--- src/rtl/acc16_pkg.sv ---
// Shared constants, loader state encoding and instruction field slices for the acc16 core.
// The CKSUM state exists only when ACC16_LOADER_CKSUM_EN is defined.
package acc16_pkg;

  localparam int L_INS = 401;
  localparam int L_TOT = 1024;

  localparam logic [15:0] MAGIC = 16'hA16C;
  localparam logic [15:0] END_W = 16'hA16D;

  localparam int IND      = 15;
  localparam int OP_MSB   = 14;
  localparam int OP_LSB   = 10;
  localparam int ADDR_MSB = 9;

  typedef enum logic [2:0] {
    ST_IDLE,
    ST_HDR_ADDR,
    ST_HDR_LEN,
    ST_PAYLOAD,
    ST_DONE,
    ST_ERR
`ifdef ACC16_LOADER_CKSUM_EN
    , ST_CKSUM
`endif
  } loader_state_t;

  // Depth of the selected region, wide enough to compare against base+N without wrapping.
  function automatic logic [10:0] region_depth(input logic sel);
    return sel ? 11'(L_TOT - L_INS) : 11'(L_INS);
  endfunction

endpackage

--- src/rtl/acc16_cksum16.sv ---
// Running 16-bit wrap-around sum of payload words with an equality compare against a trailing word.
module acc16_cksum16 (
  input  logic        clk1,
  input  logic        rst,
  input  logic        clear,
  input  logic        acc_en,
  input  logic [15:0] acc_data,
  input  logic [15:0] cmp_data,
  output logic        match
);

  logic [15:0] sum_q;

  always_ff @(posedge clk1) begin
    if (!rst) begin
      sum_q <= '0;
    end else if (clear) begin
      sum_q <= '0;
    end else if (acc_en) begin
      sum_q <= sum_q + acc_data;
    end
  end

  assign match = (sum_q == cmp_data);

endmodule

--- src/rtl/acc16_prog_loader.sv ---
// Stream loader for the acc16 instruction/data memories; holds the core until the boot word arrives.
// Define ACC16_LOADER_CKSUM_EN to require a trailing checksum word after each segment payload.
module acc16_prog_loader
  import acc16_pkg::*;
(
  input  logic        clk1,
  input  logic        rst,
  input  logic        in_valid,
  input  logic [15:0] in_data,
  output logic        in_ready,
  output logic        mem_we,
  output logic        mem_sel,
  output logic [9:0]  mem_addr,
  output logic [15:0] mem_wdata,
  output logic        cpu_hold,
  output logic        err,
  output logic [7:0]  seg_cnt
);

  loader_state_t state_q, next_state;

  logic        sel_q;
  logic [9:0]  base_q;
  logic [9:0]  addr_q;
  logic [9:0]  rem_q;

  logic        accept;
  logic        last_word;
  logic        range_bad;
  logic        seg_done;
  logic [10:0] end_addr;

  assign accept    = in_valid && in_ready;
  assign last_word = (rem_q == 10'd1);
  assign end_addr  = {1'b0, base_q} + {1'b0, in_data[ADDR_MSB:0]};
  assign range_bad = (in_data[ADDR_MSB:0] == '0) || (end_addr > region_depth(sel_q));

`ifdef ACC16_LOADER_CKSUM_EN
  logic cksum_ok;

  acc16_cksum16 u_cksum (
    .clk1     (clk1),
    .rst      (rst),
    .clear    (accept && state_q == ST_HDR_LEN),
    .acc_en   (accept && state_q == ST_PAYLOAD),
    .acc_data (in_data),
    .cmp_data (in_data),
    .match    (cksum_ok)
  );

  assign seg_done = accept && (state_q == ST_CKSUM) && cksum_ok;
`else
  assign seg_done = accept && (state_q == ST_PAYLOAD) && last_word;
`endif

  // NOTE: sequential state uses non-blocking assignments so every register samples pre-edge values.
  always_ff @(posedge clk1) begin
    if (!rst) begin
      state_q <= ST_IDLE;
    end else begin
      state_q <= next_state;
    end
  end

  always_comb begin
    // NOTE: default first, so no path through the case leaves next_state unassigned (no latch).
    next_state = state_q;
    if (accept) begin
      case (state_q)
        ST_IDLE: begin
          if (in_data == MAGIC)               next_state = ST_HDR_ADDR;
          else if (in_data == END_W && !err)  next_state = ST_DONE;
        end
        ST_HDR_ADDR: next_state = (in_data[OP_MSB:OP_LSB] != '0) ? ST_ERR : ST_HDR_LEN;
        ST_HDR_LEN:  next_state = range_bad ? ST_ERR : ST_PAYLOAD;
        ST_PAYLOAD: begin
`ifdef ACC16_LOADER_CKSUM_EN
          if (last_word) next_state = ST_CKSUM;
`else
          if (last_word) next_state = ST_IDLE;
`endif
        end
`ifdef ACC16_LOADER_CKSUM_EN
        ST_CKSUM:    next_state = cksum_ok ? ST_IDLE : ST_ERR;
`endif
        ST_ERR: begin
          if (in_data == MAGIC) next_state = ST_HDR_ADDR;
        end
        default: next_state = state_q;
      endcase
    end
  end

  // Reset is gated in so the link sees not-ready during the reset cycle itself.
  always_comb begin
    in_ready = rst && (state_q != ST_DONE);
  end

  // NOTE: every register here is reset; there is no storage array, so nothing is left unreset.
  always_ff @(posedge clk1) begin
    if (!rst) begin
      sel_q     <= 1'b0;
      base_q    <= '0;
      addr_q    <= '0;
      rem_q     <= '0;
      mem_we    <= 1'b0;
      mem_sel   <= 1'b0;
      mem_addr  <= '0;
      mem_wdata <= '0;
      cpu_hold  <= 1'b1;
      err       <= 1'b0;
      seg_cnt   <= '0;
    end else begin
      mem_we <= 1'b0;
      if (accept) begin
        case (state_q)
          ST_HDR_ADDR: begin
            sel_q  <= in_data[IND];
            base_q <= in_data[ADDR_MSB:0];
          end
          ST_HDR_LEN: begin
            addr_q <= base_q;
            rem_q  <= in_data[ADDR_MSB:0];
          end
          ST_PAYLOAD: begin
            mem_we    <= 1'b1;
            mem_sel   <= sel_q;
            mem_addr  <= addr_q;
            mem_wdata <= in_data;
            addr_q    <= addr_q + 10'd1;
            rem_q     <= rem_q - 10'd1;
          end
          default: ;
        endcase
      end
      if (next_state == ST_ERR) err <= 1'b1;
      if (seg_done && seg_cnt != 8'hFF) seg_cnt <= seg_cnt + 8'd1;
      if (state_q == ST_IDLE && next_state == ST_DONE) cpu_hold <= 1'b0;
    end
  end

endmodule

--- config.mk ---
export PLATFORM = sky130hd
export DESIGN_NAME = acc16_prog_loader
export DESIGN_NICKNAME = d
export VERILOG_FILES = /design/src/rtl/acc16_pkg.sv /design/src/rtl/acc16_cksum16.sv /design/src/rtl/acc16_prog_loader.sv
export SDC_FILE = /design/constraint.sdc
export NUM_CORES = 1
export LEC_CHECK = 0
export ABC_AREA = 1
export CAP_MARGIN = 20
export CORE_AREA = 4 4 91 93
export DETAILED_ROUTE_END_ITERATION = 8
export DIE_AREA = 0 0 95 97
export PLACE_DENSITY = 0.78
export SYNTH_ARGS = -nofsm -noshare
export SYNTH_HDL_FRONTEND = slang
export SYNTH_SLANG_ARGS = --single-unit
--- constraint.sdc ---
create_clock -name clk1 -period 10.2 [get_ports clk1]
set_clock_uncertainty 0.15 [all_clocks]
set_input_delay 2.55 -clock clk1 [delete_from_list [all_inputs] [get_ports clk1]]
set_output_delay 2.55 -clock clk1 [all_outputs]
set_load 0.02 [all_outputs]
## After elaboration in Yosys (flattened, before gate mapping)

Cells that the tools add are included.

- Register bits after elaboration: 72
- Input bits: 19
- Output and inout port bits: 39
- Logic and storage cells: 57

- Add/sub/neg operators: 4
- Order comparisons: 1
- Equality and inequality tests: 11
- Mux-type cells: 12
- Reductions and logical operators: 17

Operators with widths:

| cell | count |
|---|---|
| 10-bit case mux with 2 select lines | 2 |
| 16-bit equality test (second input constant) | 2 |
| 3-bit 2-to-1 mux | 7 |
| 3-bit case mux with 5 select lines | 1 |
| 10-bit by 10-bit adder with 11-bit output | 1 |
| 11-bit by 10-bit > comparator with 1-bit output | 1 |
| 10-bit by 1-bit adder with 10-bit output (second input constant) | 1 |
| 10-bit by 1-bit equality test with 1-bit output (second input constant) | 1 |
| 10-bit zero test | 1 |
| 10-bit 2-to-1 mux | 1 |
| 10-bit by 1-bit subtractor with 10-bit output (second input constant) | 1 |
| 3-bit equality test (second input constant) | 3 |
| 8-bit by 1-bit adder with 8-bit output (second input constant) | 1 |
| 8-bit != test (second input constant) | 1 |
| 2-bit AND reduction | 4 |
| 1-bit logical AND | 7 |
| 3-bit by 2-bit equality test with 1-bit output (second input constant) | 2 |
| 5-bit nonzero test | 1 |
| 3-bit by 1-bit equality test with 1-bit output (second input constant) | 1 |
| 3-bit zero test | 1 |
| 3-bit != test (second input constant) | 1 |
| 2-bit nonzero test | 1 |
| 1-bit zero test | 1 |
| 1-bit logical OR | 1 |
| 1-bit 2-to-1 mux | 1 |

## Depth between registers and ports, before layout

Gate-level depths: netlist of run 1.

- Depth in word-level cells: 8
- Mapped depth: 22
- Depth with buffers taken out: 22

## Worst setup path after synthesis of run 1

Ideal clock, no wire load.

- Path kind: input -> output
- Start point: in rst
- End point: out in_ready
- Arrival time: 2.881 ns
- Data required time: 7.500 ns
- Slack: 4.619 ns
- Stages on the path: 2
- Path buffers: 0
- Cells stage by stage: inv_1 a21oi_2

- Cells in the longest elaborated chain, start to end: 1

Ends and longest elaborated chain:

| element | RTL line | RTL |
|---|---|---|
| from (decl) | acc16_prog_loader.sv:7 | `input logic rst,` |
| 1-bit logical AND | acc16_prog_loader.sv:96 | `in_ready = rst && (state_q != ST_DONE);` |
| to (decl) | acc16_prog_loader.sv:10 | `output logic in_ready,` |

Every way passes these cells.

## Worst setup path after layout of run 1

Ends and elaborated chain as after synthesis.

==> results of run 1 <==
critical path, stage by stage:
cell and delay [ps]:
sky130_fd_sc_hd__clkdlybuf4s50_1 460, sky130_fd_sc_hd__buf_4 360, sky130_fd_sc_hd__inv_1 80, sky130_fd_sc_hd__buf_4 250, sky130_fd_sc_hd__a21oi_2 150, sky130_fd_sc_hd__clkdlybuf4s50_1 620
path summary, 6_finish.rpt:
check                                            start               endpoint  slack [ps]  cells after the start
worst min register to register   rem_q[3]$_SDFFE_PN0P_  rem_q[3]$_SDFFE_PN0P_         320                      2
worst max register to register  base_q[2]$_SDFFE_PN0P_       err$_SDFFE_PN0N_        7010                     19
worst min-delay path             rem_q[3]$_SDFFE_PN0P_  rem_q[3]$_SDFFE_PN0P_         320                      2
worst max-delay path                               rst               in_ready        3030                      6
stage by stage:
step / power [uW] / worst slack [ps] / instance area [um^2] / hold slack, ps / cells
after floorplan: 350.8 / 4619 / 3983 / 294.5 / 558
after global placement: 374.2 / 3062 / 4594 / 303.2 / 698
after detailed placement: 376.5 / 3036 / 4594 / 305.6 / 698
after CTS: 631.4 / 3035 / 4831 / 317.0 / 714
after global routing: 655.1 / 2946 / 4831 / 332.1 / 714
final: 630.8 / 3034 / 4831 / 320.3 / 714
layout make-up:
type / count / area, um^2 / share of cell area
clock buffer: 15 / 206.4 / 0.04274
clock inverter: 1 / 30.03 / 0.006216
inverter: 61 / 229.0 / 0.04740
multi-input combinational: 404 / 2211 / 0.4577
sequential: 72 / 1441 / 0.2984
tap: 102 / 127.6 / 0.02642
timing repair buffer: 59 / 585.6 / 0.1212
placed cells by master, fill, tap and decap left out, types with 4 or more instances in the layout:
cell                              instances
sky130_fd_sc_hd__nor2_1                  77
sky130_fd_sc_hd__o21ai_0                 58
sky130_fd_sc_hd__a211oi_1                 5
sky130_fd_sc_hd__inv_2                    4
sky130_fd_sc_hd__a21oi_1                 61
sky130_fd_sc_hd__inv_1                   57
sky130_fd_sc_hd__xor2_1                  11
sky130_fd_sc_hd__ha_1                    23
sky130_fd_sc_hd__nand2_1                 85
sky130_fd_sc_hd__dfxtp_1                 72
sky130_fd_sc_hd__nand3_1                 22
sky130_fd_sc_hd__nand4_1                  7
sky130_fd_sc_hd__clkbuf_8                15
sky130_fd_sc_hd__xnor2_1                  5
sky130_fd_sc_hd__a31oi_1                  5
sky130_fd_sc_hd__clkdlybuf4s50_1         57
sky130_fd_sc_hd__nor3_1                  13
sky130_fd_sc_hd__o21ai_1                  5
per-layer routing:
layer	GRT usage	share of wire	up-vias
li1	-	-	1948
met1	0.2889	0.46	1752
met2	0.3644	0.46	136
met3	0.04277	0.052	24
met4	0.09323	0.022	0
met5	0	0	-
power by group:
part	switching [uW]	internal (uW)	total [uW]	leakage, uW
Combinational	48.4	31.2	79.5	0.00134
Clock	106	153	260	0.000122
Sequential	5.78	286	292	0.000581
kinds of logic after synthesis:
family,count (synthesis),share of synthesized area
xor gates and xnor gates,16,0.03519
AOI/OAI and AO/OA,143,0.1910
and+or+nand+nor,221,0.2517
DFF,72,0.3619
buffers and inverters,82,0.08294
adders and majority gates,24,0.07729
registers in the layout, indices dropped and copies added (netlist names):
| register | flops |
|---|---|
| sel_q | 1 |
| mem_sel | 1 |
| rem_q | 10 |
| state_q | 3 |
| addr_q | 10 |
| seg_cnt | 8 |
| mem_wdata | 16 |
| base_q | 10 |
| mem_we | 1 |
| cpu_hold | 1 |
| err | 1 |
| mem_addr | 10 |
cell usage after synthesis, types with 2 or more instances:
library cell	n
sky130_fd_sc_hd__ha_1	23
sky130_fd_sc_hd__o21ai_1	5
sky130_fd_sc_hd__dfxtp_1	72
sky130_fd_sc_hd__clkbuf_1	11
sky130_fd_sc_hd__nor4_1	2
sky130_fd_sc_hd__nor3_2	2
sky130_fd_sc_hd__o211ai_1	2
sky130_fd_sc_hd__buf_2	5
sky130_fd_sc_hd__xnor2_1	5
sky130_fd_sc_hd__nor2_1	77
sky130_fd_sc_hd__a21o_1	2
sky130_fd_sc_hd__or2_2	2
sky130_fd_sc_hd__o21ai_0	58
sky130_fd_sc_hd__nor3_1	13
sky130_fd_sc_hd__nand2_1	85
sky130_fd_sc_hd__xor2_1	11
sky130_fd_sc_hd__nand4_1	7
sky130_fd_sc_hd__a31oi_1	5
sky130_fd_sc_hd__nand3b_1	2
sky130_fd_sc_hd__nand3_1	22
sky130_fd_sc_hd__inv_2	4
sky130_fd_sc_hd__a211oi_1	5
sky130_fd_sc_hd__a21oi_1	61
sky130_fd_sc_hd__buf_4	2
sky130_fd_sc_hd__inv_1	57
==> implementation parameters, run 1 <==
Parameter                              Value

CTS
  H-tree levels    3
  CTS tree    done
  Clk buf depth    2
  Count of hold-fix buffers inserted at cts    0
  Clock-pin slew on the worst setup and hold paths    80 ps
  Clock latency on the worst-skew pair    340 ps
  Clock root buffer master    sky130_fd_sc_hd__clkbuf_8
  Post-CTS setup repair buffer count    0
  Number of gates resized after CTS    0
  Number of clock sinks seen by CTS    72
  TritonCTS Buffers    9

Global route
  First-pass GRT wire length    16770 um
  GRT Resource Usage Total    0.2246
  Maximum number of pins on one net before global-route repair    48
  Gr ovfl total    0
  Number of global-route vias before repair    3686
  Number of antenna violations at the first check in global routing    0

Synthesis
  Cell type contributing the most total cell area after synthesis    sky130_fd_sc_hd__dfxtp_1
  Top cells by area in the synthesized netlist    sky130_fd_sc_hd__dfxtp_1 (36%), sky130_fd_sc_hd__nand2_1 (8.0%), sky130_fd_sc_hd__a21oi_1 (7.7%)
  EDFF count, synth    0
  Register bit total from synthesis    72
  Count of synthesis-stage warnings from yosys    0
  Area of the mapped netlist    3983 um^2
  Gate count of the mapped netlist    558
  Unique cell type count in the Yosys netlist    43
  Synthesized net count    601
  Asr flop ratio synth    0
  Area share of the largest cell type after synthesis    0.3619
  Avg Inst Size Synth    7.137 um^2
  Post-synthesis sequential area ratio    0.3619
  Primary flip-flop cell chosen by synthesis mapping    sky130_fd_sc_hd__dfxtp_1

Floorplan
  Row count    32
  Chip Width    95 um
  Ports placed on the boundary    58
  Die boundary height    97 um
  Initial cell density of the core    0.5291
  Area of the die    9215 um^2
  Core region area    7527 um^2

Setup path
  Maximum fanout along the worst path    47
  Critical Path Source Type    primary input
  Req. time, crit path    7500 ps
  Data arrival at the endpoint of the critical path    4470 ps
  Capturing element type of the critical path    primary output
  Class of the most critical setup path    in -> out

Pwr
  Maximum vdd ir drop    0.09108 mV
  Power density over cell area    130.6 nW/um^2
  Leakage power of the design    0.002041 uW

Run
  Max_cap viols    0

STA
  RSZ-0062 raised after global routing    no
  Final hold violations    0
  Min Clock Period, post-route    7166 ps
  Worst slew margin relative to its limit    0.2681
  Setup tns final    0 ps
  Final setup vio count    0
  Count of final max-slew check failures    0
  Fmax    0.1395 GHz
  Final cycle utilization of the critical path    0.7026
  Slew at the pin with the worst max-slew slack    1094 ps

Finish
  Final nets    650
  Share of layout cells above drive strength 1    0.05556
  Filler cell count    690
  N_diodes    0
  Layout-stage area growth over the synthesis result    21.30%
  End-of-flow core utilization    0.6418

Route
  Total wirelength of the detailed-routed design    10120 um
  Average via count per standard cell    5.406
  Detail-routed net length per standard cell    14.18 um
  DRT antenna net count    0
  DRC violations left    0
  Total via count in the routed design    3860
  Iteration count of the initial detailed-routing pass    4
  DRT iter0 DRCs    193

Placed design
  DPL Wire Length    7373 um
  IO Port Bufs    57
  Final Wtd Congestion    0.8641

Outcome
  Result of the run    finished clean

Hold path
  Hold Path Class    reg -> reg
Note: power is estimated with default switching activity, not from simulation.
==> run 2, diff against run 1 <==
Settings changed: CORE_AREA 4 4 91 93 to 4 4 96 98, DIE_AREA 0 0 95 97 to 0 0 100 102, PLACE_DENSITY 0.78 to 0.74.
Clock period 10.2 ns to 6 ns, I/O delays scaled along.
==> run 2 against run 1 <==
Register-to-register slack lost 4300 ps. Flip-flop and latch count is the same. Sequential share of layout area grew 0.21 points. Clock-buffer cell count shrank 3. Die area grew 11%. Critical path depth grew 14. Via count grew 0.39%. Worst hold slack lost 0.72 ps. Power grew 61%. Critical endpoint is now err$_SDFFE_PN0N_. Largest power group unchanged. Highest routed layer unchanged.
==> implementation parameters, run 2 (synthesis results as in run 1) <==
Parameter                              Value

Outcome
  Result of the run    finished clean

Finish
  N_diodes    0 (unchanged)
  Final nets    651 (+0.15%)
  Most frequent standard cell in the layout excluding fill and tap cells    sky130_fd_sc_hd__nand2_1
  End-of-flow core utilization    0.5667 (-0.07513)
  Flip-flop count of the largest register, all copies and words added    16 (unchanged)
  Register ranked first by flip-flop count    mem_wdata
  Finished layout cell area    4797 um^2 (-0.70%)
  Filler cell count    778 (+13%)
  Share of layout cells above drive strength 1    0.05229 (-0.003268)
  Layout-stage area growth over the synthesis result    20.45%
  Commonest non-fill, non-tap cells in the layout    sky130_fd_sc_hd__nand2_1 (85), sky130_fd_sc_hd__nor2_1 (77), sky130_fd_sc_hd__dfxtp_1 (72)

CTS
  Count of hold-fix buffers inserted at cts    0 (unchanged)
  Clock root buffer master    sky130_fd_sc_hd__clkbuf_8
  CTS tree    done
  Number of clock sinks seen by CTS    72 (unchanged)
  Number of gates resized after CTS    0 (unchanged)
  H-tree levels    3 (unchanged)
  Clk buf depth    2 (unchanged)
  Clock latency on the worst-skew pair    350 ps (about the same)
  TritonCTS Buffers    9 (unchanged)
  Clock-pin slew on the worst setup and hold paths    80 ps (about the same)
  Post-CTS setup repair buffer count    0 (unchanged)

Floorplan
  Row count    34 (+6.3%)
  Chip Width    100 um (+5.3%)
  Initial cell density of the core    0.4704 (-0.05865)
  Ports placed on the boundary    58 (unchanged)
  Area of the die    10200 um^2 (+11%)
  Core region area    8466 um^2 (+12%)
  Die boundary height    102 um (+5.2%)

Setup path
  Data arrival at the endpoint of the critical path    4780 ps (+310 ps)
  CP max-delay cell    sky130_fd_sc_hd__clkdlybuf4s50_1
  Req. time, crit path    6090 ps (-1410 ps)
  Source of the critical timing path    in_data[2]
  Register-to-Register Setup Slack    2740 ps (-4270 ps)
  Cell Chain, Critical Path    clkdlybuf4s50_1 -> ha_1 -> a21oi_1 -> o21ai_0 -> a21oi_1 -> o21ai_0 -> a21oi_1 -> nor2_1 -> nor2_1 -> xnor2_1 -> ha_1 -> and3_1 -> nand2_1 -> nand2_1 -> nand2_1 -> nand4_1 -> a21oi_1 -> nor2_1 -> nor2_1 -> nor2_1
  Worst reg2reg path endpoint    err$_SDFFE_PN0N_
  Capturing element type of the critical path    flop
  Number of cells on the worst reg-to-reg path    19 (unchanged)
  Delay of the slowest cell on the worst path    530 ps (-90 ps)
  Maximum fanout along the worst path    5 (-89%)
  Class of the most critical setup path    in -> reg
  Cell with the most instances on the worst path    sky130_fd_sc_hd__nor2_1
  Critical R2R Launch    base_q[2]$_SDFFE_PN0P_
  Critical Path Source Type    primary input

Global route
  GR met2 Demand/Resource    0.3489 (-0.01553)
  Number of antenna violations at the first check in global routing    0 (unchanged)
  Gr ovfl total    0 (unchanged)
  GRT Resource Usage Total    0.2116 (-0.01307)
  Busiest metal layer after global routing    met2
  Number of global-route vias before repair    3635 (-1.4%)
  First-pass GRT wire length    17350 um (+3.4%)
  GR met3 Demand/Resource    0.04915 (+0.006378)
  Maximum number of pins on one net before global-route repair    47 (-2.1%)
  Met1 usage    0.2767 (-0.01223)

Pwr
  Maximum vdd ir drop    0.1512 mV (+66%)
  Clock power frac    0.377 (-0.035)
  Switching portion of total power    0.2708 (+0.01648)
  Pint    740.0 uW (+57%)
  Net switching power figure    274.8 uW (+71%)
  Share of total power in sequential cells    0.489 (+0.027)
  Leakage power of the design    0.002017 uW (-1.2%)
  Combinational fraction of design power    0.135 (+0.009)
  Power density over cell area    211.5 nW/um^2 (+62%)

Route
  Detail-routed net length per standard cell    14.38 um (+1.4%)
  Total wirelength of the detailed-routed design    10350 um (+2.3%)
  DRC violations left    0 (unchanged)
  Total via count in the routed design    3875 (+0.39%)
  DRT antenna net count    0 (unchanged)
  Iteration count of the initial detailed-routing pass    5 (+1)
  DRT iter0 DRCs    279 (+45%)
  Average via count per standard cell    5.382 (-0.45%)

Hold path
  Worst min-delay path startpoint    cpu_hold$_SDFFE_PN1P_
  Number of cells on the worst hold path    2 (unchanged)
  Capture endpoint of the worst hold path    cpu_hold$_SDFFE_PN1P_
  Hold Path Class    reg -> reg

STA
  Setup tns final    0 ps (unchanged)
  Count of final max-slew check failures    0 (unchanged)
  Slew at the pin with the worst max-slew slack    657.8 ps (-436.1 ps)
  Final setup vio count    0 (unchanged)
  Final cycle utilization of the critical path    0.7804
  Worst slew margin relative to its limit    0.5608 (+0.2928)
  Fmax    0.2136 GHz
  Final hold violations    0 (unchanged)
  RSZ-0062 raised after global routing    no
  Min Clock Period, post-route    4683 ps

Placed design
  IO Port Bufs    57 (unchanged)
  DPL Wire Length    7661 um (+3.9%)
  Final Wtd Congestion    0.9118 (+5.5%)
  Post-DP Area    4602 um^2 (+0.16%)

Run
  Max_cap viols    0 (unchanged)
## run 2: cell types whose count changed in the layout (fill, tap and decap cells not counted)
cell / change
sky130_fd_sc_hd__clkbuf_1: +2
sky130_fd_sc_hd__buf_4: +1
sky130_fd_sc_hd__clkinv_2: +1
sky130_fd_sc_hd__clkinvlp_4: +1
sky130_fd_sc_hd__clkbuf_8: -5
## run 2: worst max path at each step
| stage | end | slack, ps | cells after the start |
|---|---|---|---|
| floorplan | err$_SDFFE_PN0N_ | 1950 | 19 |
| global placement | err$_SDFFE_PN0N_ | 1210 | 20 |
| detailed placement | err$_SDFFE_PN0N_ | 970 | 20 |
| CTS | in_ready | 1330 | 5 |
| global route | err$_SDFFE_PN0N_ | 1120 | 20 |
| finish | err$_SDFFE_PN0N_ | 1320 | 20 |
## run 2: metrics by stage
| stage | hold WS (ps) | instances | setup WS (ps) | total power (uW) |
|---|---|---|---|---|
| 2_1_floorplan | 294.5 | 558 | 1949 | 596.4 |
| 3_3_place_gp | 299.7 | 704 | 1206 | 638.7 |
| 3_5_place_dp | 314.0 | 704 | 973.5 | 641.9 |
| 4_1_cts | 324.6 | 719 | 1327 | 1015 |
| 5_1_grt | 340.7 | 720 | 1122 | 1062 |
| 6_report | 319.6 | 720 | 1317 | 1015 |
## run 2: routing by layer
| metal | share of wire | up-vias |
|---|---|---|
| met1 | 0.45 | 1772 |
| met4 | 0.020 | 0 |
| met3 | 0.069 | 19 |
| met5 | 0 | - |
| met2 | 0.46 | 136 |
| li1 | - | 1948 |
## run 2: final cells by class
cell class	instances	area, um^2	share of cell area
Clock inverter	3	42.54	0.008868
Tap cell	108	135.1	0.02817
Inverter	61	229.0	0.04773
Clock buffer	12	145.1	0.03026
Sequential cell	72	1441	0.3005
Multi-Input combinational cell	404	2211	0.4609
Timing Repair Buffer	60	593.1	0.1236
## run 2: worst max-delay path, delay by kind of cell
family	cells	cell delay, ps
compound gates	6	1060
simple gates	10	880
fa+ha+maj	2	670
buf+inv	1	530
xor+xnor	1	150
## run 2: power groups by stage
stage | clock network [uW] | registers (uW) | logic [uW]
finish | 382 | 496 | 137
global route | 410 | 497 | 155
CTS | 383 | 496 | 136
detailed placement | 0 | 507 | 135
global placement | 0 | 506 | 132
floorplan | 0 | 506 | 90.7
